**src/rtl/dsam_decoder.sv**
```systemverilog
`default_nettype none
// ============================================================================
//  Module   : dsam_decoder
//  Brief    : Receive-side inverse of dsam_encoder. Each encoded word is XORed
//             with the previous encoded word seen on the same interleaved
//             channel. Channels are chosen round-robin by a word counter that
//             runs in lock-step with the encoder. The output is one registered
//             stage with a valid/ready handshake.
//  Revision : 1.0 - initial release
// ============================================================================
module dsam_decoder #(
   parameter int ADDR_WIDTH = 2,
   parameter int DATA_WIDTH = 16,
   parameter int CHANNELS   = 4     // must equal 2**ADDR_WIDTH
) (
   input  logic                  clk,
   input  logic                  reset,
   input  logic [DATA_WIDTH-1:0] in,
   input  logic                  in_valid,
   output logic                  in_ready,
   input  logic                  resync,
   output logic [DATA_WIDTH-1:0] out,
   output logic                  out_valid,
   input  logic                  out_ready
);

   // Per-channel history of the last encoded word, plus the channel pointer.
   // The pointer wraps naturally because CHANNELS is a power of two.
   logic [DATA_WIDTH-1:0] hist_q [CHANNELS];
   logic [DATA_WIDTH-1:0] hist_d [CHANNELS];
   logic [ADDR_WIDTH-1:0] ptr_q, ptr_d;
   logic [DATA_WIDTH-1:0] out_q, out_d;
   logic                  out_valid_q, out_valid_d;

   logic                  accept_w;

   // The output register is the only buffer, so accept is possible whenever
   // it is empty or being drained this cycle.
   assign in_ready  = !out_valid_q || out_ready;
   assign accept_w  = in_valid && in_ready;
   assign out       = out_q;
   assign out_valid = out_valid_q;

   // Next-state: resync clears the history first, so a word accepted in the
   // same cycle decodes against an all-zero channel 0.
   always_comb begin
      logic [ADDR_WIDTH-1:0] idx;
      logic [DATA_WIDTH-1:0] prev;

      hist_d      = hist_q;
      ptr_d       = ptr_q;
      out_d       = out_q;
      out_valid_d = out_valid_q;
      idx         = ptr_q;
      prev        = hist_q[ptr_q];

      if (resync) begin
         for (int i = 0; i < CHANNELS; i++) begin
            hist_d[i] = '0;
         end
         ptr_d = '0;
         idx   = '0;
         prev  = '0;
      end

      if (accept_w) begin
         out_d       = in ^ prev;
         hist_d[idx] = in;
         ptr_d       = idx + 1'b1;
         out_valid_d = 1'b1;
      end else if (out_ready) begin
         out_valid_d = 1'b0;
      end
   end

   // State registers with synchronous reset taking priority over everything.
   always_ff @(posedge clk) begin
      if (reset) begin
         for (int i = 0; i < CHANNELS; i++) begin
            hist_q[i] <= '0;
         end
         ptr_q       <= '0;
         out_q       <= '0;
         out_valid_q <= 1'b0;
      end else begin
         for (int i = 0; i < CHANNELS; i++) begin
            hist_q[i] <= hist_d[i];
         end
         ptr_q       <= ptr_d;
         out_q       <= out_d;
         out_valid_q <= out_valid_d;
      end
   end

endmodule
`default_nettype wire
```
**config.mk**
```make
export PLATFORM = sky130hd
export DESIGN_NAME = dsam_decoder
export DESIGN_NICKNAME = d
export VERILOG_FILES = /design/src/rtl/dsam_decoder.sv
export SDC_FILE = /design/constraint.sdc
export NUM_CORES = 1
export LEC_CHECK = 0
export CAP_MARGIN = 20
export CELL_PAD_IN_SITES_DETAIL_PLACEMENT = 2
export CELL_PAD_IN_SITES_GLOBAL_PLACEMENT = 2
export CORE_MARGIN = 1
export CORE_UTILIZATION = 37
export CTS_BUF_LIST = sky130_fd_sc_hd__clkbuf_8
export DETAILED_ROUTE_END_ITERATION = 10
export HOLD_SLACK_MARGIN = 0.15
export PLACE_DENSITY_LB_ADDON = 0.08
export SLEW_MARGIN = 20
export SYNTH_ARGS = -nofsm -noshare
export SYNTH_HDL_FRONTEND = slang
export SYNTH_SLANG_ARGS = --single-unit
```
**constraint.sdc**
```tcl
create_clock -name clk -period 1.8 [get_ports clk]
set_input_delay 0.36 -clock clk [delete_from_list [all_inputs] [get_ports clk]]
set_output_delay 0.36 -clock clk [all_outputs]
set_load 0.005 [all_outputs]
```
# Word-level counts from Yosys, hierarchy flattened
# Index checks and enable logic that the tools add are counted.
# classes
n_addsub	1
order_cmp	3
n_mux	13
bitwise	3
n_reduce_logical	5
# op_table
cell	count
64-bit two-way mux	2
64-bit bitwise mux	1
16-bit two-way mux	4
16-bit binary-select mux with 2-bit select	1
16-bit demux with 2-bit select	1
16-bit XOR	1
3-bit >= comparator (second input constant)	2
2-bit inverter with 3-bit output	2
2-bit two-way mux	2
3-bit by 1-bit less-than comparator with 1-bit output (second input constant)	1
2-bit by 1-bit adder with 2-bit output (second input constant)	1
1-bit logical AND	2
1-bit two-way mux	2
2-bit nonzero test	1
1-bit zero test	1
1-bit logical OR	1
# totals
reg_bits	83
input_bits	21
output_inout_bits	18

# Longest topological paths before layout
# depth
ltp_word	8
ltp_mapped	7
ltp_nobuf	4

# Least setup slack after synthesis
# No wires, ideal clock.
# synth_timing
path_type	input to register
startpoint	input out_ready
endpoint	register hist_q[21] (netlist name)
setup_ns	0.128
arrival_ns	1.282
slack_ns	0.391
cell_stages	7
n_path_buf	3
cell_sequence	nand2b_1 -> buf_6 -> nand4b_1 -> buf_4 -> buf_6 -> mux2i_1 -> nor2_1
# synth_via
elab_chain_cells	3
# synth_rtl
item	line	rtl
from (decl)	24	input logic out_ready
1-bit logical OR	39	assign in_ready = !out_valid_q || out_ready;
via in_ready	20	output logic in_ready,
1-bit logical AND	40	assign accept_w = in_valid && in_ready;
64-bit two-way mux	66	if (accept_w) begin
to (signal, indexed assignment)	87	hist_q[i] <= hist_d[i];
to (decl)	29	logic [DATA_WIDTH-1:0] hist_q [CHANNELS];
# The timed path passes the listed nets, and every way through them passes these cells.
# A chain may end at the register's enable or synchronous reset.

# Worst setup path in the final report
# layout_timing
startpoint	register out_valid_q (netlist: out_valid)
endpoint	output out_valid
# layout_rtl
item	line	rtl
from (decl)	33	logic out_valid_q, out_valid_d;
from (signal assigned)	91	out_valid_q <= out_valid_d;
to (decl)	23	output logic out_valid,
# No word-level cell between the ends.

==> results.sh <==
export IMPL_outcome="complete, no violations"
export IMPL_powerDensity_nw_per_um2=785.4
export IMPL_clock_fmax_mhz=586.0
export IMPL_criticalPathCategory="reg2out"
export IMPL_die_area_um2=11000
export IMPL_p_sw_uw=992.4
export IMPL_seqPwrFrac_pct=51.4
export IMPL_rows=37
export IMPL_routed_wl_um=11560
export IMPL_r2r_slack_ns=0.26
export IMPL_grt_max_degree=45
export IMPL_p_clk_share_pct=34.9
export IMPL_synth_edf_count=0
export IMPL_rsz0062_at_grt="false"
export IMPL_ctsLongestPathBuffers=2
export IMPL_drt_initial_drc_count=152
export IMPL_hold_depth=2
export IMPL_avgSynthCellArea_um2=9.532
export IMPL_viasPerCell=5.295
export IMPL_vias=3145
export IMPL_ys_async_sr_fraction_pct=0
export IMPL_gp_congestion=0.7014
export IMPL_postCtsHoldBufs=0
export IMPL_coreArea_um2=10280
export IMPL_antenna_found_initial=0
export IMPL_fp_dieW_um=104.9
export IMPL_syn_nets=432
export IMPL_grt_pass1_wl_um=18390
export IMPL_combPwrFrac_pct=13.7
export IMPL_cts_tree="yes"
export IMPL_synth_xor_area_share_pct=4.024
export IMPL_fin_setup_tns_ns=0
export IMPL_final_cells=594
export IMPL_drcViolationCount=0
export IMPL_fillers=1128
export IMPL_min_path_type="in2reg"
export IMPL_dp_cells=579
export IMPL_first_pass_iters=5
export IMPL_critPathTopFamily="buffers and inverters"
export IMPL_min_period_over_period_pct=94.80
export IMPL_hpwl_um=7468
export IMPL_postCtsSetupRepairBufs=0
export IMPL_finalMaxSlewViolations=0
export IMPL_synthAdderAreaFrac_pct=0
export IMPL_crit_path_end_kind="primary output"
export IMPL_crit_required_ns=1.44
export IMPL_ys_types=28
export IMPL_synth_top_family_by_area="simple AND/OR/NAND/NOR gates"
export IMPL_reg2reg_depth=5
export IMPL_cp_max_fo=2
export IMPL_ir_drop_mv=0.2933
export IMPL_path_buf_inv=1
export IMPL_hold_viol=0
export IMPL_crit_slowest_cell="clkdlybuf4s50_1"
export IMPL_power_static_leakage_uw=0.001936
export IMPL_wl_per_cell_um=19.45
export IMPL_area_growth_pct=21.46
export IMPL_synth_seq_cells=83
export IMPL_grt_pass1_vias=3211
export IMPL_cts_htree_levels=3
export IMPL_portBuffers=38
export IMPL_p_sw_share_pct=26.56
export IMPL_cp_cell_sequence="clkdlybuf4s50_1"
export IMPL_drive_gt1_share_pct=10.92
export IMPL_synth_ff_type="dfxtp_1"
export IMPL_seq_area_frac_synth_pct=42.41
export IMPL_p_total_uw=3737
export IMPL_synthCells=411
export IMPL_clockRootBuffer="clkbuf_8"
export IMPL_cts_buffers=9
export IMPL_intPower_uw=2745
export IMPL_start_util_pct=38.12
export IMPL_finClkSkew_ns=0.008161
export IMPL_track_usage_pct=22.02
export IMPL_drv_cap=0
export IMPL_rr_endpoint="out[10]"
export IMPL_min_to="ptr_q[1]"
export IMPL_final_nets=475
export IMPL_post_route_util_pct=46.30
export IMPL_synthMuxAreaShare_pct=16.35
export IMPL_grt_ovfl_total=0
export IMPL_hp_start="resync"
export IMPL_synthSimpleGateAreaFrac_pct=20.15
export IMPL_ant_nets=0
export IMPL_setup_viol=0
export IMPL_yosysWarnings=0
export IMPL_netlist_area_um2=3918
export IMPL_synth_compound_area_share_pct=11.21
export IMPL_tightest_slew_ns=0.5189
export IMPL_period_needed_ns=1.706
export IMPL_worstSetupStartpointType="register"
export IMPL_max_slew_margin_rel_pct=65.41
export IMPL_n_antenna_cell=0
export IMPL_max_stage_delay_ns=0.54
export IMPL_clk_latency_ns=0.37
export IMPL_r2r_start="ptr_q[0]"
export IMPL_path_clk_slew_ns=0.08
export IMPL_crit_arrival_ns=1.35
export IMPL_clkSinkCount=83
export IMPL_ioPinCount=39
export IMPL_die_h_um=104.9
[cell families after synthesis]
kind of cell           after synthesis
flip-flops                          83
buffers and inverters               36
AND/OR/NAND/NOR                    142
XOR/XNOR                            18
AO/OA/AOI/OAI                       68
multiplexers                        64
[flip-flops by register name, summed over array words and instances (netlist names)]
register and flops:
hist_q 64, out 16, out_valid 1, ptr_q 2
[cell usage after synthesis (2+ instances only)]
cell	count	area share [%]
nor2b_1	32	5.1
a21oi_1	34	4.3
buf_2	6	0.77
nand2_1	33	3.2
nand2b_1	2	0.32
o22ai_1	15	2.4
dfxtp_1	83	42
buf_6	8	2.3
clkbuf_1	14	1.3
xor2_1	17	3.8
a22o_1	16	3.6
buf_4	7	1.3
nor2_1	35	3.4
mux2i_1	64	16
nand3b_1	32	6.1
[timing repair]
action	in CTS	in global routing
resized for setup	2	0
endpoints found under the setup margin	1	0
endpoints found under the hold margin	0	0
[power by group through the flow]
stage	Combinational [uW]	Clock [uW]	Sequential, uW
2_1_floorplan	245	0	1960
3_3_place_gp	498	0	1960
3_5_place_dp	512	0	1960
4_1_cts	516	1330	1920
5_1_grt	547	1410	1930
6_report	512	1300	1920
[how the worst max path moves through the flow]
stage                         start    endpoint  slack [ns]  cells past startpoint
after floorplan           out_ready  hist_q[21]        0.39                      7
after detailed placement  out_ready  hist_q[45]        -0.1                      7
after CTS                 out_valid   out_valid        0.16                      1
final                     out_valid   out_valid        0.09                      1
after global placement    out_ready    in_ready       -0.03                      3
after global routing      out_valid   out_valid        0.05                      1
[worst reg2reg max path: cells and delay by family, from the launching register on]
kind	cells	cell delay, ns
and+or+nand+nor	1	0.25
AOI/OAI and AO/OA	2	0.36
DFF	1	0.33
buffers and inverters	1	0.21
xor gates and xnor gates	1	0.36
[metal layers]
| layer | vias up | wire (um) | track usage, % |
|---|---|---|---|
| li1 | 1505 | - | - |
| met1 | 1582 | 6055 | 32.17 |
| met2 | 49 | 5011 | 32.97 |
| met3 | 9 | 351 | 3.681 |
| met4 | 0 | 137 | 6.740 |
| met5 | - | 0 | 0 |
[placed cells by master, fill, tap and decap left out, drive strengths merged, types with 2 or more instances in the layout]
| master | synthesis | final |
|---|---|---|
| mux2i | 64 | 64 |
| clkbuf | 14 | 9 |
| nand3b | 32 | 32 |
| nand2 | 33 | 33 |
| clkdlybuf4s50 | 0 | 35 |
| nor2 | 35 | 35 |
| dfxtp | 83 | 83 |
| xor2 | 17 | 17 |
| a21oi | 34 | 34 |
| o22ai | 16 | 16 |
| nand4b | 2 | 2 |
| inv | 1 | 4 |
| nand2b | 2 | 2 |
| nor2b | 32 | 32 |
| clkinv | 0 | 2 |
| a22o | 16 | 16 |
| buf | 21 | 31 |
[per-stage QoR]
step | area (um^2) | hold slack (ns) | setup WS, ns
floorplan | 3918 | 0.4598 | 0.3909
CTS | 4758 | 0.2928 | 0.1649
global route | 4758 | 0.2869 | 0.05202
global placement | 4577 | 0.4601 | -0.03305
finish | 4758 | 0.2988 | 0.09365
detailed placement | 4577 | 0.4648 | -0.09808
[cell type report]
class	instances	area (um^2)	share of cell area (%)
Clock buffer	9	123.9	2.603
Sequential cell	83	1663	34.95
Timing Repair Buffer	67	711.9	14.96
Multi-Input combinational cell	292	2034	42.76
Inverter	1	3.754	0.07889
Clock inverter	6	51.30	1.078
Tap cell	136	170.2	3.576
(Power assumes the default switching activity.)
